### src/rtl/chacha_stream_ctrl.sv
// rtl/chacha_stream_ctrl.sv - ChaCha20 byte-stream sequencer: config regs, core state load, keystream XOR.
// Optional feature macro: CHACHA_CTRL_OVERFLOW_EN (halt with sticky err when the block counter wraps).
module chacha_stream_ctrl (
  input  logic       clk,
  input  logic       rst_n,
  input  logic       cfg_we,
  input  logic [5:0] cfg_addr,
  input  logic [7:0] cfg_data,
  input  logic       start,
  input  logic       stop,
  input  logic       in_valid,
  output logic       in_ready,
  input  logic [7:0] in_data,
  output logic       out_valid,
  input  logic       out_ready,
  output logic [7:0] out_data,
  output logic [7:0] core_data_in,
  output logic       core_write,
  output logic [5:0] core_addr,
  input  logic [7:0] core_data_out,
  input  logic       core_ready,
  output logic       busy,
  output logic       err
);

  localparam logic [1:0] S_IDLE   = 2'd0;
  localparam logic [1:0] S_LOAD   = 2'd1;
  localparam logic [1:0] S_WAIT   = 2'd2;
  localparam logic [1:0] S_STREAM = 2'd3;

  // "expand 32-byte k", word 0 in the low bits, bytes little-endian.
  localparam logic [127:0] SIGMA = 128'h6b20_6574_7962_2d32_3320_646e_6170_7865;

  logic [1:0]   state;
  logic [5:0]   idx;
  logic [255:0] key;
  logic [95:0]  nonce;
  logic [31:0]  counter;

  logic         xfer;
  logic         last_xfer;
  logic         start_ok;
  logic         wrap_stop;
  logic [4:0]   key_sel;
  logic [3:0]   nonce_sel;
  logic [3:0]   nonce_wsel;
  logic [7:0]   load_byte;

  assign start_ok   = (state == S_IDLE) && start && !cfg_we;
  assign xfer       = (state == S_STREAM) && in_valid && out_ready;
  assign last_xfer  = xfer && (idx == 6'd63);
  assign nonce_wsel = 4'(cfg_addr - 6'd32);

`ifdef CHACHA_CTRL_OVERFLOW_EN
  assign wrap_stop = last_xfer && (counter == 32'hffff_ffff);
`else
  assign wrap_stop = 1'b0;
`endif

  // Byte idx of the 64-byte initial state: constants, key, counter, nonce.
  always_comb begin
    key_sel   = 5'(idx - 6'd16);
    nonce_sel = 4'(idx - 6'd52);
    if (idx < 6'd16)
      load_byte = SIGMA[{idx[3:0], 3'b000} +: 8];
    else if (idx < 6'd48)
      load_byte = key[{key_sel, 3'b000} +: 8];
    else if (idx < 6'd52)
      load_byte = counter[{idx[1:0], 3'b000} +: 8];
    else
      load_byte = nonce[{nonce_sel, 3'b000} +: 8];
  end

  always_ff @(posedge clk) begin
    if (!rst_n) begin
      state   <= S_IDLE;
      idx     <= 6'd0;
      key     <= '0;
      nonce   <= '0;
      counter <= '0;
    end else if ((state != S_IDLE) && stop) begin
      state <= S_IDLE;
      idx   <= 6'd0;
    end else begin
      case (state)
        S_IDLE: begin
          if (cfg_we) begin
            if (cfg_addr < 6'd32)
              key[{cfg_addr[4:0], 3'b000} +: 8] <= cfg_data;
            else if (cfg_addr < 6'd44)
              nonce[{nonce_wsel, 3'b000} +: 8] <= cfg_data;
            else if (cfg_addr < 6'd48)
              counter[{cfg_addr[1:0], 3'b000} +: 8] <= cfg_data;
          end else if (start_ok) begin
            state <= S_LOAD;
            idx   <= 6'd0;
          end
        end
        S_LOAD: begin
          idx <= idx + 6'd1;
          if (idx == 6'd63)
            state <= S_WAIT;
        end
        S_WAIT: begin
          if (core_ready) begin
            state <= S_STREAM;
            idx   <= 6'd0;
          end
        end
        S_STREAM: begin
          if (xfer)
            idx <= idx + 6'd1;
          // Counter wraps modulo 2^32 either way; overflow mode only changes where we go next.
          if (last_xfer) begin
            counter <= counter + 32'd1;
            state   <= wrap_stop ? S_IDLE : S_LOAD;
          end
        end
        default: state <= S_IDLE;
      endcase
    end
  end

`ifdef CHACHA_CTRL_OVERFLOW_EN
  logic err_q;
  always_ff @(posedge clk) begin
    if (!rst_n)
      err_q <= 1'b0;
    else if (start_ok)
      err_q <= 1'b0;
    else if (wrap_stop && !stop)
      err_q <= 1'b1;
  end
  assign err = err_q;
`else
  assign err = 1'b0;
`endif

  assign busy         = (state != S_IDLE);
  assign core_write   = (state == S_LOAD);
  assign core_data_in = (state == S_LOAD) ? load_byte : 8'd0;
  assign core_addr    = (state == S_STREAM) ? idx : 6'd0;
  assign out_valid    = (state == S_STREAM) && in_valid;
  assign in_ready     = (state == S_STREAM) && out_ready;
  assign out_data     = (state == S_STREAM) ? (in_data ^ core_data_out) : 8'd0;

endmodule

### config.mk
export PLATFORM = sky130hd
export DESIGN_NAME = chacha_stream_ctrl
export DESIGN_NICKNAME = d
export VERILOG_FILES = /design/src/rtl/chacha_stream_ctrl.sv
export SDC_FILE = /design/constraint.sdc
export NUM_CORES = 1
export LEC_CHECK = 0
export ABC_CLOCK_PERIOD_IN_PS = 6400
export BUFFER_PORTS_ARGS = -buffer_cell sky130_fd_sc_hd__buf_2
export CORE_ASPECT_RATIO = 0.75
export CORE_MARGIN = 2
export CORE_UTILIZATION = 55
export DETAILED_ROUTE_END_ITERATION = 7
export PLACE_DENSITY = 0.73
export RECOVER_POWER = 25
export SYNTH_ARGS = -nofsm -noshare
export SYNTH_HDL_FRONTEND = slang
export SYNTH_SLANG_ARGS = --single-unit
### constraint.sdc
create_clock -name clk -period 6.4 [get_ports clk]
set_input_delay 0.64 -clock clk [delete_from_list [all_inputs] [get_ports clk]]
set_output_delay 0.64 -clock clk [all_outputs]
set_load 0.01 [all_outputs]
# After elaboration in Yosys (flattened, before gate mapping)
# Cells that the tools add are included.
# classes
n_shift	10
n_addsub	8
reduce_logical	17
n_eq_ne	14
magnitude_cmp	6
n_mux	26
n_bitwise	4
# op_table
operator	count
256-bit bitwise mux	1
8-bit by 10-bit variable shift with 256-bit output (first input constant)	1
256-bit by 9-bit indexed part select with 8-bit output	1
8-bit by 10-bit indexed part select with 256-bit output	1
32-bit two-way mux	5
128-bit by 8-bit indexed part select with 8-bit output (first input constant)	1
96-bit bitwise mux	1
8-bit by 9-bit variable shift with 96-bit output (first input constant)	1
8-bit by 9-bit indexed part select with 96-bit output	1
96-bit by 8-bit indexed part select with 8-bit output	1
32-bit case mux with 2 select lines	1
8-bit two-way mux	5
32-bit by 1-bit adder with 32-bit output (second input constant)	1
32-bit bitwise mux	1
8-bit by 7-bit variable shift with 32-bit output (first input constant)	1
32-bit by 6-bit indexed part select with 8-bit output	1
8-bit by 7-bit indexed part select with 32-bit output	1
6-bit < comparator (second input constant)	5
6-bit two-way mux	5
6-bit case mux with 4 select lines	1
2-bit != test (second input constant)	8
2-bit two-way mux	5
8-bit negation with 10-bit output	1
5-bit AND reduction	2
21 further kinds	33
# totals
reg_bits	392
input_bits	38
out_inout_bits	27

# Logic depth before layout (Yosys ltp)
# depth
depth_word	8
mapped_depth	13
mapped_depth_nobuf	8

# Least setup slack after synthesis
# No wires, ideal clock.
# synth_path
path_kind	input port to flip-flop
startpoint	input port cfg_addr[0]
endpoint	register key[57]
setup_slack_ns	3.252
path_stages	11
t_arrival_ns	3.020
setup_ns	0.128
t_required_ns	6.272
n_path_buf	4
cell_sequence	buf_2 clkbuf_1 inv_1 ha_1 clkbuf_1 or4b_2 o21ai_2 nand3_1 clkbuf_1 mux2i_1 nor2_1
# synth_between
elab_chain_len	3
word_cells_on_any_way	6
cone_classes	add/sub: 1; order compare: 1; shift: 2; mux: 1; reduce/logical: 1
# synth_lines
element	line_no	source
start, declared	7	input logic [5:0] cfg_addr,
8-bit negation with 10-bit output	89	key[{cfg_addr[4:0], 3'b000} +: 8] <= cfg_data;
8-bit by 10-bit indexed part select with 256-bit output / 8-bit by 10-bit variable shift with 256-bit output (equally long branches)	89	
256-bit bitwise mux	89	
end signal, assigned by index	89	
end, declared	36	logic [255:0] key;
# Several ways; a longest one is shown, not always the timed one.
# A chain may end at the register's enable or synchronous reset.

# Worst setup path in the final report
# layout_path
startpoint	input port cfg_addr[0]
endpoint	register nonce[33]
# layout_between
elab_chain_len	4
word_cells_on_any_way	9
cone_classes	add/sub: 2; order compare: 2; shift: 2; mux: 1; bitwise: 1; reduce/logical: 1
# layout_lines
element	line_no	source
4-bit by 1-bit subtractor with 4-bit output	52	assign nonce_wsel = 4'(cfg_addr - 6'd32);
7-bit negation with 9-bit output	91	nonce[{nonce_wsel, 3'b000} +: 8] <= cfg_data;
8-bit by 9-bit indexed part select with 96-bit output / 8-bit by 9-bit variable shift with 96-bit output (equally long branches)	91	
96-bit bitwise mux	91	
end signal, assigned by index	91	
end, declared	37	logic [95:0] nonce;
# Several ways; a longest one is shown, not always the timed one.

==> results.sh <==
export IMPL_clk_pin_slew_ns=0.06
export IMPL_dieWidth_um=221.0
export IMPL_multi_input_area_um2=10710
export IMPL_synthesis_area_um2=19430
export IMPL_cts_buffers=39
export IMPL_syn_to_final_growth_pct=8.058
export IMPL_synth_seq_cells=392
export IMPL_drc=0
export IMPL_max_freq_mhz=176.5
export IMPL_ys_async_sr_fraction_pct=0
export IMPL_grt_first_pass_wirelength_mm=103.0
export IMPL_cp_startpoint="cfg_addr[0]"
export IMPL_io_buffers=63
export IMPL_dp_hpwl_mm=46.62
export IMPL_vias_per_cell=6.716
export IMPL_cts_hold_buf=0
export IMPL_regArea_um2=7855
export IMPL_clock_latency_ns=0.57
export IMPL_design_area_um2=20990
export IMPL_place_gp_congestion=0.9833
export IMPL_cp_max_fo=26
export IMPL_ff2ff_setup_slack_ns=2.50
export IMPL_end_kind="flop"
export IMPL_hp_class="flop to flop"
export IMPL_utilization_pct=60.37
export IMPL_vias=17374
export IMPL_ys_seq_area_share_pct=40.40
export IMPL_grt_pass1_vias=15986
export IMPL_antenna_found_initial=4
export IMPL_violations="max-capacitance violations, max-slew violations"
export IMPL_ant_nets=0
export IMPL_relSlewSlack_pct=-86.70
export IMPL_ctsHtreeMaxLevel=2
export IMPL_yosysWarningCount=0
export IMPL_cts_buffer_depth=3
export IMPL_start_util_pct=55.87
export IMPL_worst_slew_pin_slew_ns=2.775
export IMPL_worstSetupPathType="primary input to flop"
export IMPL_arrival_ns=6.15
export IMPL_cp_required_ns=6.89
export IMPL_syn_inst=2151
export IMPL_cts_root_buffer="clkbuf_16"
export IMPL_placed_cells=2514
export IMPL_startpoint_type="primary input"
export IMPL_drtIter0Drc=2583
export IMPL_fin_setup_tns_ns=0
export IMPL_r2r_end="key[132]$_SDFFE_PN0P_"
export IMPL_cts_tree="yes"
export IMPL_layout_nets=2155
export IMPL_ys_flop_type="dfxtp_1"
export IMPL_wl_mm=69.40
export IMPL_cts_resized=0
export IMPL_design_core_area_um2=34770
export IMPL_ys_types=82
export IMPL_fin_crit_sh_pct=88.51
export IMPL_leakage_nw=7.560
export IMPL_endpoint="nonce[33]$_SDFFE_PN0P_"
export IMPL_syn_nets=2208
export IMPL_die_y_um=166.8
export IMPL_drive_gt1_share_pct=11.56
export IMPL_fillers=2978
export IMPL_period_needed_ns=5.665
export IMPL_finalSetupViolCount=0
export IMPL_p_total_mw=5.546
export IMPL_clock_sinks=392
export IMPL_post_cts_buffers=0
export IMPL_final_common_cell="dfxtp_1"
export IMPL_ff2ff_path_depth=6
export IMPL_grt_max_degree=104
export IMPL_hold_viol_final=0
export IMPL_firstDrtPassIters=6
export IMPL_powerDensity_nw_per_um2=264.2
export IMPL_syn_avg_cell_area_um2=9.031
export IMPL_status="finished with violations"
export IMPL_rr_startpoint="state[0]$_SDFFE_PP0P_"
export IMPL_drv_slew=96
export IMPL_place_area_um2=19750
export IMPL_drv_cap=5
export IMPL_gr_usage_all_layers_pct=36.68
export IMPL_rsz0062_at_grt="false"
export IMPL_fp_row_count=59
export IMPL_clock_skew_ns=0.01619
export IMPL_layout_common_cells="dfxtp_1, nor2_1, nand2_1, mux2i_1, o21ai_0"
export IMPL_overflow=0
export IMPL_finalNonFillerCells=2587
export IMPL_ir_worst_vdd_uv=276.0
export IMPL_wire_per_inst_um=26.83
export IMPL_synth_edff_count=0
export IMPL_ios=65
export IMPL_dieArea_um2=36860
## how the worst min path moves through the flow
stage | start | endpoint | slack (ns) | cells after the start
6_report | key[34]$_SDFFE_PN0P_ | key[34]$_SDFFE_PN0P_ | 0.46 | 2
5_1_grt | key[14]$_SDFFE_PN0P_ | key[14]$_SDFFE_PN0P_ | 0.48 | 2
4_1_cts | key[6]$_SDFFE_PN0P_ | key[6]$_SDFFE_PN0P_ | 0.46 | 2
3_5_place_dp | key[218]$_SDFFE_PN0P_ | key[218]$_SDFFE_PN0P_ | 0.45 | 2
3_3_place_gp | key[39]$_SDFFE_PN0P_ | key[39]$_SDFFE_PN0P_ | 0.44 | 2
2_1_floorplan | key[217]$_SDFFE_PN0P_ | key[217]$_SDFFE_PN0P_ | 0.43 | 2
## metrics by stage
stage	hold slack (ns)	setup slack (ns)
after detailed placement	0.4486	2.059
after CTS	0.4589	1.456
final	0.4575	0.7355
after global routing	0.4804	0.7016
after global placement	0.4380	2.119
after floorplan	0.4287	3.252
## worst max-delay path: stages
cell and delay [ns]:
clkbuf_1 0.85, inv_1 0.23, ha_1 0.57, nor2_1 0.23
clkbuf_1 1.13, nand2_1 0.24, nor4_1 1.78, nand3_1 0.26
a21oi_1 0.22
## cell type report
class	instances	area share, %
Timing Repair Buffer	82	2.152
Sequential cell	392	37.42
Clock inverter	14	0.8941
Tap cell	457	2.724
Antenna cell	2	0.02384
Multi-Input combinational cell	1567	51.01
Inverter	16	0.3219
Clock buffer	57	5.454
## Yosys cell counts, drive strengths merged (34+ instances only)
cell,n,area share [%]
dfxtp,392,40
mux4,90,10
buf,59,1.6
nand3,135,3.5
o21ai,172,4.5
mux2i,191,9.8
a21oi,137,3.5
nand2,228,4.5
nor2,275,5.5
clkbuf,117,2.3
and2,34,1.1
## report_power, final
group          switching [mW]  internal, mW
clock                    1.03          1.38
combinational           0.486         0.187
sequential             0.0170          2.45
## cell families after synthesis
group                    Yosys count  synth area share, %
AND/OR/NAND/NOR                  800                19.27
buffers and inverters            192                4.186
flip-flops                       392                40.40
other                              1              0.01930
adder cells (fa/ha/maj)           19                1.224
XOR/XNOR                          18               0.8116
AO/OA/AOI/OAI                    446                13.70
multiplexers                     283                20.39
## per-layer routing
metal  track usage [%]  share of wire, %
met5                 0             0.017
met4             17.01               5.2
met3             10.85                13
met2             52.85                42
met1             50.63                40
## sequential cells by signal, summed over array words and instances (netlist names)
name / flops
state: 2
key: 256
idx: 6
counter: 32
nonce: 96
(Power assumes the default switching activity.)
